File: src/rtl/sine_pkg.sv
// Shared types and constants for the sine_wave phase sequencer.
package sine_pkg;

  localparam int PHASE_SIZE  = 8;
  localparam int DWELL_WIDTH = 16;
  localparam int PHASE_MIN   = -180;
  localparam int PHASE_MAX   = 180;

  typedef logic signed [PHASE_SIZE:0] phase_t;

  typedef struct packed {
    phase_t                 phase;
    logic [DWELL_WIDTH-1:0] dwell;
  } step_t;

  typedef enum logic [1:0] {IDLE, RUN, DONE} seq_state_t;

  function automatic phase_t clamp_phase(phase_t p);
    if (p > phase_t'(PHASE_MAX)) begin
      return phase_t'(PHASE_MAX);
    end else if (p < phase_t'(PHASE_MIN)) begin
      return phase_t'(PHASE_MIN);
    end
    return p;
  endfunction

  // A zero dwell would underflow the pre-decremented counter, so it is promoted to one sample.
  function automatic logic [DWELL_WIDTH-1:0] fix_dwell(logic [DWELL_WIDTH-1:0] d);
    return (d == '0) ? DWELL_WIDTH'(1) : d;
  endfunction

endpackage

File: src/rtl/sine_step_table.sv
// Step table: register array of (phase, dwell) with sanitising write port and async read.
module sine_step_table
  import sine_pkg::*;
#(
  parameter int unsigned NUM_STEPS = 8
) (
  input  logic                         clock,
  input  logic                         reset,
  input  logic                         wr_en,
  input  logic [$clog2(NUM_STEPS)-1:0] wr_addr,
  input  phase_t                       wr_phase,
  input  logic [DWELL_WIDTH-1:0]       wr_dwell,
  input  logic [$clog2(NUM_STEPS)-1:0] rd_addr,
  output step_t                        rd_step
);

  step_t steps_q [NUM_STEPS];

  always_ff @(posedge clock) begin
    if (reset) begin
      for (int i = 0; i < int'(NUM_STEPS); i++) begin
        steps_q[i] <= '{phase: '0, dwell: DWELL_WIDTH'(1)};
      end
    end else if (wr_en) begin
      steps_q[wr_addr] <= '{phase: clamp_phase(wr_phase), dwell: fix_dwell(wr_dwell)};
    end
  end

  assign rd_step = steps_q[rd_addr];

endmodule

File: src/rtl/sine_phase_sequencer.sv
// Steps sine_wave through a programmed table of phases, holding each for its dwell count.
module sine_phase_sequencer
  import sine_pkg::*;
#(
  parameter int unsigned NUM_STEPS = 8
) (
  input  logic                         clock,
  input  logic                         reset,
  input  logic                         cfg_valid,
  output logic                         cfg_ready,
  input  logic [$clog2(NUM_STEPS)-1:0] cfg_addr,
  input  phase_t                       cfg_phase,
  input  logic [DWELL_WIDTH-1:0]       cfg_dwell,
  input  logic [$clog2(NUM_STEPS):0]   num_steps,
  input  logic                         start,
  input  logic                         stop,
  input  logic                         loop_en,
  output phase_t                       phase,
  output logic                         phase_strobe,
  output logic [$clog2(NUM_STEPS)-1:0] step_idx,
  output logic                         busy,
  output logic                         done
);

  localparam int IW = $clog2(NUM_STEPS);
  localparam int NW = IW + 1;

  seq_state_t             state_q, state_d;
  phase_t                 phase_q, phase_d;
  logic [IW-1:0]          idx_q, idx_d;
  logic [DWELL_WIDTH-1:0] cnt_q, cnt_d;
  logic [NW-1:0]          n_q, n_d;
  logic                   strobe_q, busy_q, done_q, cfg_ready_q;

  logic                   load;
  logic [IW-1:0]          load_idx;
  logic                   last_step;
  step_t                  rd_step;

  sine_step_table #(
    .NUM_STEPS(NUM_STEPS)
  ) u_table (
    .clock   (clock),
    .reset   (reset),
    .wr_en   (cfg_valid && cfg_ready_q),
    .wr_addr (cfg_addr),
    .wr_phase(cfg_phase),
    .wr_dwell(cfg_dwell),
    .rd_addr (load_idx),
    .rd_step (rd_step)
  );

  assign last_step = ({1'b0, idx_q} == (n_q - NW'(1)));

  always_comb begin
    state_d  = state_q;
    phase_d  = phase_q;
    idx_d    = idx_q;
    cnt_d    = cnt_q;
    n_d      = n_q;
    load     = 1'b0;
    load_idx = idx_q;

    case (state_q)
      IDLE: begin
        if (start && !stop) begin
          n_d = ((num_steps == '0) || (num_steps > NW'(NUM_STEPS))) ? NW'(NUM_STEPS) : num_steps;
          load     = 1'b1;
          load_idx = '0;
          state_d  = RUN;
        end
      end
      RUN: begin
        if (stop) begin
          state_d = IDLE;
        end else if (cnt_q != '0) begin
          cnt_d = cnt_q - DWELL_WIDTH'(1);
        end else if (!last_step) begin
          load     = 1'b1;
          load_idx = idx_q + IW'(1);
        end else if (loop_en) begin
          load     = 1'b1;
          load_idx = '0;
        end else begin
          state_d = DONE;
        end
      end
      DONE: begin
        state_d = IDLE;
      end
      default: begin
        state_d = IDLE;
      end
    endcase

    // Dwell is stored as >= 1, so the pre-decrement never wraps.
    if (load) begin
      phase_d = rd_step.phase;
      idx_d   = load_idx;
      cnt_d   = rd_step.dwell - DWELL_WIDTH'(1);
    end
  end

  always_ff @(posedge clock) begin
    if (reset) begin
      state_q     <= IDLE;
      phase_q     <= '0;
      idx_q       <= '0;
      cnt_q       <= '0;
      n_q         <= NW'(NUM_STEPS);
      strobe_q    <= 1'b0;
      busy_q      <= 1'b0;
      done_q      <= 1'b0;
      cfg_ready_q <= 1'b1;
    end else begin
      state_q     <= state_d;
      phase_q     <= phase_d;
      idx_q       <= idx_d;
      cnt_q       <= cnt_d;
      n_q         <= n_d;
      strobe_q    <= load;
      busy_q      <= (state_d == RUN);
      done_q      <= (state_d == DONE);
      cfg_ready_q <= (state_d == IDLE);
    end
  end

  assign phase        = phase_q;
  assign phase_strobe = strobe_q;
  assign step_idx     = idx_q;
  assign busy         = busy_q;
  assign done         = done_q;
  assign cfg_ready    = cfg_ready_q;

endmodule
File: config.mk
export PLATFORM = sky130hd
export DESIGN_NAME = sine_phase_sequencer
export DESIGN_NICKNAME = d
export VERILOG_FILES = /design/src/rtl/sine_pkg.sv /design/src/rtl/sine_step_table.sv /design/src/rtl/sine_phase_sequencer.sv
export SDC_FILE = /design/constraint.sdc
export NUM_CORES = 1
export LEC_CHECK = 0
export CAP_MARGIN = 30
export CORE_UTILIZATION = 60
export DETAILED_ROUTE_END_ITERATION = 6
export DONT_BUFFER_PORTS = 1
export GPL_ROUTABILITY_DRIVEN = 0
export PLACE_DENSITY = 0.79
export SLEW_MARGIN = 20
export SYNTH_ARGS = -nofsm -noshare
export SYNTH_HDL_FRONTEND = slang
export SYNTH_SLANG_ARGS = --single-unit
File: constraint.sdc
create_clock -name clock -period 11.3 [get_ports clock]
set_input_delay 1.13 -clock clock [delete_from_list [all_inputs] [get_ports clock]]
set_output_delay 1.13 -clock clock [all_outputs]
set_load 0.02 [all_outputs]
==> impl_metrics.tcl, run 1 <==
set metrics [dict create \
    outcome "completed" \
    internal_power_mw 1.563 \
    cts_tree "yes" \
    synth_fp_nets 1060 \
    switching_share 0.2435 \
    vias 8471 \
    clock-sinks 238 \
    tightest_slew_ns 0.9587 \
    antenna_found_initial 0 \
    io_pins 54 \
    diodes 0 \
    holdPathStages 2 \
    holdBufCountCts 0 \
    max_slew_margin 0.3595 \
    routed_via_density 6.799 \
    arrival_ns 6.10 \
    p_leak_nw 4.902 \
    wl_per_cell_um 24.66 \
    rsz0062_at_grt "no" \
    synth-edff-count 200 \
    clockBufferDepth 3 \
    synth_cell_types 82 \
    io_buffers 0 \
    cts_root_buffer "clkbuf_16" \
    synthMostInstantiatedCell "edfxtp_1" \
    start_util 0.6222 \
    postCtsSetupBuffers 0 \
    final_util 0.6778 \
    final_nets 1039 \
    finalClockSkew_ns 0.009342 \
    worstSetupPathType "reg -> reg" \
    cp-end-kind "register" \
    grt_use_total 0.3223 \
    ys.flop_type "edfxtp_1" \
    numCtsBuffers 26 \
    power.share.combinational 0.100 \
    routed_wl_mm 30.73 \
    yosysSeqAreaShare 0.5972 \
    hold_class "reg -> reg" \
    maxCapViolCount 0 \
    clk_latency_ns 0.53 \
    drc 0 \
    yosys-top-cells-area "edfxtp_1, dfxtp_1, and3_1, nand2_1, nand3_1" \
    first_pass_iters 6 \
    setup_viol_count_final 0 \
    power.share.sequential 0.493 \
    clkTransAtPathRegs_ns 0.06 \
    synth_top_area_frac 0.5301 \
    synth-seq-cells 238 \
    dieHeight_um 139.4 \
    dieArea_sq_mm 0.01944 \
    hpwl_mm 18.75 \
    overflow 0 \
    r2r_cells 15 \
    grt_pass1_vias 8283 \
    grt_max_degree 57 \
    cp.required_ns 11.71 \
    switchingPower_mw 0.5031 \
    fmax_ghz 0.1760 \
    grt_pass1_wl_mm 47.15 \
    netlist_instances 1019 \
    pwr-share-clk 0.407 \
    area_growth_pct 8.934 \
    reg2reg_slack_ns 5.62 \
    drt-initial-drc-count 1035 \
    h-tree-depth 1 \
    crit_path_start_kind "register" \
    tns_ns 0 \
    layout_min_cycle_time_ns 5.682 \
    core_area_sq_mm 0.01821 \
    ant_nets 0 \
    ir_worst_vdd_mv 0.1341 \
    syn_avg_cell_area_sq_um 11.12 \
    power_per_cell_area_mw_per_mm2 167.4 \
    ctsResizeCount 0 \
    drive_above_1_share 0.09833 \
    synth_common_cells "edfxtp_1, nand2_1, and3_1" \
    power_mw 2.066 \
    ys_warn_count 0 \
    yosysTopAreaCell "edfxtp_1" \
    final_max_slew_viol_count 0 \
    die_w_um 139.4 \
    crit_fanout 49 \
    ys_async_sr_fraction 0 \
    hold_violations 0 \
    synth_area_sq_mm 0.01133 \
    fin_crit_sh 0.5029 \
    rows 49 \
]
## cells by family (layout without fill, tap and decap cells)
kind of cell | after synthesis | in the layout | share of synthesized area
simple gates | 516 | 516 | 0.2362
flops | 238 | 238 | 0.5972
mux | 36 | 36 | 0.03313
buf+inv | 88 | 86 | 0.03291
compound gates | 129 | 129 | 0.09012
xor+xnor | 8 | 8 | 0.006185
fa+ha+maj | 4 | 4 | 0.004197
## registers in the layout (all words and copies together) (netlist names)
register,flops
u_table.steps_q,200
cnt_q,16
phase,9
n_q,4
step_idx,3
state_q,2
busy,1
cfg_ready,1
done,1
phase_strobe,1
## cells in the final DEF, fill, tap and decap left out, types with 11 or more instances in the layout
cell,netlist,routed
a21oi_1,23,23
and2_1,34,33
and3_1,104,104
buf_4,3,20
clkbuf_16,0,27
dfxtp_1,38,38
edfxtp_1,200,200
inv_1,18,18
mux2i_1,30,30
nand2_1,125,125
nand2b_1,12,12
nand3_1,77,77
nor2_1,102,100
o21ai_0,11,11
## metrics by stage
step / hold WS [ns] / instance area [sq um] / setup slack [ns] / std cells
after global routing: 0.5239 / 12340 / 5.170 / 1246
after CTS: 0.4961 / 12340 / 5.703 / 1246
final: 0.4935 / 12340 / 5.618 / 1246
after global placement: 0.4761 / 11500 / 5.665 / 1198
after detailed placement: 0.4869 / 11500 / 5.481 / 1199
after floorplan: 0.4452 / 11330 / 7.312 / 1019
## power groups by stage
stage          Combinational [mW]  Sequential (mW)  Clock [mW]
2_1_floorplan               0.149             1.03           0
3_3_place_gp                0.196             1.03           0
3_5_place_dp                0.201             1.04           0
4_1_cts                     0.202             1.02       0.842
5_1_grt                     0.223             1.02       0.877
6_report                    0.207             1.02       0.840
## area by class of cell
cell class,instances,area [sq um]
sequential,238,6766
fill,1292,5867
multi-input combinational,693,4227
clock buffer,31,690.7
tap,229,286.5
timing repair buffer,21,155.1
clock inverter,16,148.9
inverter,18,67.56
## critical path, cell delays in order, from the launching register on
cell and delay, ns:
dfxtp_1 0.33, nor4_1 0.43, nand4_1 0.30, or2_1 0.42
o211ai_1 0.80, and2_2 0.59, buf_4 0.68, mux2i_1 0.28
o22a_1 0.19, nand3_1 0.20, inv_1 0.14, ha_1 0.19
inv_1 0.09, nor3_2 0.45, a21oi_1 0.14, a211o_1 0.27
## per-layer routing
layer | routed length, um | global-route usage
met1 | 11650 | 0.4272
met2 | 14280 | 0.5099
met3 | 3770 | 0.08534
met4 | 1029 | 0.1234
met5 | 0 | 0
## final timing paths
check / endpoint / startpoint
worst min-delay path: cnt_q[4]$_SDFFE_PP0P_ / cnt_q[4]$_SDFFE_PP0P_
worst max register to register: cnt_q[12]$_SDFFE_PP0P_ / cnt_q[10]$_SDFFE_PP0P_
worst min register to register: cnt_q[4]$_SDFFE_PP0P_ / cnt_q[4]$_SDFFE_PP0P_
worst max-delay path: cnt_q[12]$_SDFFE_PP0P_ / cnt_q[10]$_SDFFE_PP0P_
Power figures use the tool's default switching activity.
==> run 2: changes to the inputs <==
--- a/config.mk
+++ b/config.mk
@@ -6,7 +6,7 @@
 export NUM_CORES = 1
 export LEC_CHECK = 0
 export CAP_MARGIN = 30
-export CORE_UTILIZATION = 60
+export CORE_UTILIZATION = 58
 export DETAILED_ROUTE_END_ITERATION = 6
 export DONT_BUFFER_PORTS = 1
 export GPL_ROUTABILITY_DRIVEN = 0
==> constraint.sdc (replaced) <==
create_clock -name clock -period 4.8 [get_ports clock]
set_input_delay 0.48 -clock clock [delete_from_list [all_inputs] [get_ports clock]]
set_output_delay 0.48 -clock clock [all_outputs]
set_load 0.02 [all_outputs]
==> run 2 against run 1 <==
Global-route usage down 1.9 points. Cell count increased by 3.2%. Routed wire length decreased by 1.5%. Die area grew 3.4%. Register-to-register slack worse by 5.4 ns. Sequential share of layout area is 0.25 points lower. Combinational power grew 140%. Non-clock buffer count increased by 11. Clock skew rose by 0.0071 ns. Sequential cell count is the same. Worst hold slack lost 0.47 ns. Sequential power grew 140%.
==> impl_metrics.tcl, run 2 (synthesis gave the netlist of run 1 again) <==
set metrics [dict create \
    drc 0 \
    cp-end-kind "register" \
    drive_above_1_share 0.1082 \
    cp.required_ns 5.21 \
    largest_register_ffs 200 \
    final_common_cell "edfxtp_1" \
    final_nets 1049 \
    clockBufferDepth 3 \
    post_dp_cell_area_sq_mm 0.01162 \
    antenna_found_initial 0 \
    clock-sinks 238 \
    grt_pass1_vias 8061 \
    numCtsBuffers 25 \
    outcome "completed" \
    cts_tree "yes" \
    vias 8513 \
    io_pins 54 \
    holdBufCountCts 0 \
    layout_min_cycle_time_ns 4.558 \
    setup_viol_count_final 0 \
    fin_crit_sh 0.9496 \
    crit_fanout 14 \
    grt_max_degree 52 \
    io_buffers 0 \
    start_util 0.5977 \
    wl_per_cell_um 23.54 \
    crit_path_start_kind "register" \
    dieArea_sq_mm 0.02010 \
    fmax_ghz 0.2194 \
    dieHeight_um 141.8 \
    core_area_sq_mm 0.01896 \
    tns_ns 0 \
    hold_slack_ns 0.02177 \
    hold_violations 0 \
    top_register "u_table.steps_q" \
    rows 50 \
    clkTransAtPathRegs_ns 0.06 \
    diodes 0 \
    max_slew_margin 0.3116 \
    maxCapViolCount 0 \
    die_w_um 141.8 \
    clk_latency_ns 0.52 \
    drt-initial-drc-count 1329 \
    routed_wl_mm 30.27 \
    worstSetupPathType "reg -> reg" \
    rsz0062_at_grt "no" \
    grt_pass1_wl_mm 45.84 \
    arrival_ns 4.96 \
    postCtsSetupBuffers 0 \
    power_per_cell_area_mw_per_mm2 380.9 \
    n_fill_cell 1370 \
    ir_worst_vdd_mv 0.2261 \
    first_pass_iters 5 \
    cts_root_buffer "clkbuf_16" \
    finalClockSkew_ns 0.01643 \
    area_growth_pct 9.442 \
    routed_via_density 6.620 \
    hold_class "in -> reg" \
    tightest_slew_ns 1.029 \
    overflow 0 \
    final_max_slew_viol_count 0 \
    h-tree-depth 1 \
    hpwl_mm 19.68 \
    grt_use_total 0.3030 \
    p_leak_nw 4.925 \
    ant_nets 0 \
    final_area_sq_mm 0.01240 \
    layout_common_cells "edfxtp_1, nand2_1, and3_1" \
]
run 2: cell types whose count changed in the layout (fill, tap and decap cells not counted), sizes merged:
cell    before  now
clkbuf      31   30
bufinv       3    2
buf         21   32
run 2: worst paths after layout:
check | to | slack, ns | cells after the start | startpoint
setup / recovery | cnt_q[15]$_SDFFE_PP0P_ | 0.24 | 14 | n_q[0]$_SDFFE_PP0P_
hold / removal | cnt_q[4]$_SDFFE_PP0P_ | 0.02 | 1 | reset
setup reg to reg | cnt_q[15]$_SDFFE_PP0P_ | 0.24 | 14 | n_q[0]$_SDFFE_PP0P_
hold reg to reg | cnt_q[3]$_SDFFE_PP0P_ | 0.49 | 2 | cnt_q[3]$_SDFFE_PP0P_
run 2: per-layer routing:
metal,part of all wire,routed length [um],vias to the layer above,track usage
met5,0,0,-,0
met4,0.034,1025,0,0.1239
met3,0.12,3757,87,0.05940
met2,0.47,14110,614,0.4750
met1,0.38,11380,4056,0.4161
li1,-,-,3756,-
run 2: worst max-delay path, cell delays in order, from the launching register on:
cell	delay, ns
dfxtp_1	0.39
inv_1	0.06
ha_1	0.20
xor2_1	0.17
and3b_1	0.26
o31a_2	0.43
o211ai_1	0.24
and2_2	0.55
buf_4	0.28
mux2i_1	0.10
a2111oi_0	0.79
a221o_1	0.27
nor2_1	0.13
and4_1	0.22
or3_1	0.35
run 2: area by class of cell:
class / count / area [sq um] / share of cell area
inverters: 18 / 67.56 / 0.005449
clock inverters: 15 / 120.1 / 0.009687
repair buffers: 32 / 240.2 / 0.01937
clock buffers: 30 / 644.4 / 0.05197
well taps: 260 / 325.3 / 0.02624
flip-flops and latches: 238 / 6766 / 0.5457
multi-input cells: 693 / 4235 / 0.3416
run 2: report_power, final:
| part | leakage, nW | switching, mW | internal (mW) |
|---|---|---|---|
| combinational | 2.22 | 0.331 | 0.160 |
| sequential | 2.33 | 0.0557 | 2.34 |
| clock | 0.380 | 0.774 | 1.06 |
run 2: what timing repair did:
item / CTS / global route
hold endpoints to repair: 0 / 0
setup endpoints to repair: 0 / 2
resized for setup: 0 / 1
run 2: through the flow:
step           power [mW]  utilization  setup WS [ns]  cells
2_1_floorplan       2.775            -          1.127   1019
3_3_place_gp        2.904       0.6129         0.3703   1240
3_5_place_dp        2.917       0.6129         0.3166   1240
4_1_cts             4.710       0.6533         0.2928   1285
5_1_grt             4.844       0.6541        0.05680   1286
6_report            4.723       0.6541         0.2421   1286
==> run 3: changes to the inputs <==
--- a/config.mk
+++ b/config.mk
@@ -6,10 +6,13 @@
 export NUM_CORES = 1
 export LEC_CHECK = 0
 export CAP_MARGIN = 30
+export CORE_MARGIN = 5
 export CORE_UTILIZATION = 58
+export CTS_BUF_LIST = sky130_fd_sc_hd__clkbuf_16
 export DETAILED_ROUTE_END_ITERATION = 6
 export DONT_BUFFER_PORTS = 1
 export GPL_ROUTABILITY_DRIVEN = 0
+export HOLD_SLACK_MARGIN = 0.08
 export PLACE_DENSITY = 0.79
 export SLEW_MARGIN = 20
 export SYNTH_ARGS = -nofsm -noshare
==> run 3 against run 2 <==
Routed wire length increased by 4.5%. Die area increased by 12%. Combinational power increased by 3%. Sequential cell count unchanged. Core utilization decreased by 0.64 points. Worst hold slack improved by 0.14 ns. Sequential share of layout area decreased by 0.55 points. Maximum frequency about the same. Largest power group unchanged. Power increased by 3.4%. Clock-buffer cell count decreased by 5. Cell count increased by 0.70%. First-iteration DRC count decreased by 13%.
==> impl_metrics.tcl, run 3 (synthesis gave the netlist of run 1 again) <==
set metrics [dict create \
    outcome "completed" \
    tns_ns 0 \
    largest_register_ffs 200 \
    rsz0062_at_grt "no" \
    grtUsageMet3 0.06663 \
    grt.busiest_layer "met2" \
    vias 8625 \
    routed_wl_mm 31.64 \
    max_slew_margin 0.4222 \
    setup_viol_count_final 0 \
    crit_fanout 18 \
    cp-end-kind "register" \
    grt_max_degree 52 \
    r2r_end "cnt_q[12]$_SDFFE_PP0P_" \
    hold_class "in -> reg" \
    overflow 0 \
    hold_violations 0 \
    clkTransAtPathRegs_ns 0.07 \
    final_max_slew_viol_count 0 \
    grt_util_met2 0.4520 \
    holdPathStages 1 \
    hpwl_mm 19.65 \
    layout_min_cycle_time_ns 4.558 \
    fmax_ghz 0.2194 \
    drive_above_1_share 0.1107 \
    clockBufferDepth 3 \
    finalClockSkew_ns 0.01510 \
    r2r_cells 16 \
    reg2reg_slack_ns 0.24 \
    cts_tree "yes" \
    layout_common_cells "edfxtp_1, nand2_1, and3_1" \
    drc 0 \
    grt_pass1_wl_mm 48.67 \
    worstHoldEndpoint "u_table.steps_q[6][15]$_SDFFCE_PN0P_" \
    drt-initial-drc-count 1159 \
    area_growth_pct 10.55 \
    cp.required_ns 5.20 \
    final_common_cell "edfxtp_1" \
    worstSetupPathType "reg -> reg" \
    clock-sinks 238 \
    maxCapViolCount 0 \
    ant_nets 0 \
    routed_via_density 6.660 \
    hp-start "cfg_dwell[15]" \
    fin_ws_ns 0.2417 \
    ir_worst_vdd_mv 0.2949 \
    core_area_sq_mm 0.01933 \
    diodes 0 \
    grt_use_met1 0.3738 \
    crit_path_start_kind "register" \
    io_pins 54 \
    cts_root_buffer "clkbuf_16" \
    postCtsSetupBuffers 0 \
    grt_pass1_vias 8499 \
    arrival_ns 4.96 \
    dp_worst_setup_slack_ns 0.2962 \
    fin_crit_sh 0.9496 \
    p_leak_nw 5.004 \
    start_util 0.5860 \
    first_pass_iters 6 \
    n_fill_cell 1382 \
    numCtsBuffers 24 \
    antenna_found_initial 0 \
    clk_latency_ns 0.52 \
    tightest_slew_ns 0.8666 \
    dieHeight_um 149.8 \
    top_register "u_table.steps_q" \
    reg2reg_from "n_q[0]$_SDFFE_PP0P_" \
    io_buffers 0 \
    rows 51 \
    wl_per_cell_um 24.43 \
    final_nets 1054 \
    dieArea_sq_mm 0.02243 \
    grt_use_total 0.2828 \
    h-tree-depth 1 \
    die_w_um 149.8 \
    power_per_cell_area_mw_per_mm2 389.8 \
]
run 3: metrics by stage:
step                hold slack (ns)  std cells  instance area (sq um)  utilization  power [mW]
floorplan                    0.4452       1019                  11330            -       2.775
global placement             0.4585       1248                  11660       0.6031       2.906
detailed placement           0.4656       1248                  11660       0.6031       2.920
CTS                          0.1468       1292                  12500       0.6465       4.869
global route                 0.1507       1295                  12520       0.6478       5.015
finish                       0.1615       1295                  12520       0.6478       4.882
run 3: layer usage:
metal / vias to the layer above / wire (um) / part of all wire
met3: 104 / 3670 / 0.12
met5: - / 0 / 0
met4: 0 / 1401 / 0.044
met1: 4186 / 11700 / 0.37
li1: 3755 / - / -
met2: 580 / 14870 / 0.47
run 3: what timing repair did:
action	4_1_cts	5_1_grt
resized for setup	0	1
hold buffers	1	0
endpoints found under the hold margin	24	0
endpoints found under the setup margin	0	6
run 3: worst max path at each step:
stage | start | end | cells after the start
finish | n_q[0]$_SDFFE_PP0P_ | cnt_q[12]$_SDFFE_PP0P_ | 16
global route | n_q[0]$_SDFFE_PP0P_ | cnt_q[12]$_SDFFE_PP0P_ | 16
CTS | n_q[0]$_SDFFE_PP0P_ | cnt_q[13]$_SDFFE_PP0P_ | 14
detailed placement | cnt_q[10]$_SDFFE_PP0P_ | cnt_q[15]$_SDFFE_PP0P_ | 12
global placement | cnt_q[8]$_SDFFE_PP0P_ | cnt_q[15]$_SDFFE_PP0P_ | 12
floorplan | n_q[0]$_SDFFE_PP0P_ | cnt_q[12]$_SDFFE_PP0P_ | 18
run 3: power by group:
group	switching [mW]	internal [mW]	total [mW]
Sequential	0.0564	2.34	2.40
Combinational	0.344	0.164	0.508
Clock	0.769	1.21	1.97
run 3: final cells by class:
type	instances	area [sq um]	area share
clock buffer	25	625.6	0.04995
clock inverter	18	203.9	0.01628
inverter	18	67.56	0.005395
multi-input combinational	693	4228	0.3376
sequential	238	6766	0.5403
tap	265	331.6	0.02647
timing repair buffer	38	301.5	0.02408
run 3: critical path: stages (launching register included):
cell      delay, ns
dfxtp_1        0.37
inv_1          0.06
ha_1           0.21
xor2_1         0.18
nor4bb_2       0.45
o31ai_2        0.18
a21boi_1       0.61
nor2_4         0.29
a221o_1        0.34
nand2_1        0.12
nand3_1        0.24
inv_1          0.17
ha_1           0.22
inv_1          0.11
nor3_2         0.44
a21oi_1        0.15
a211o_1        0.29
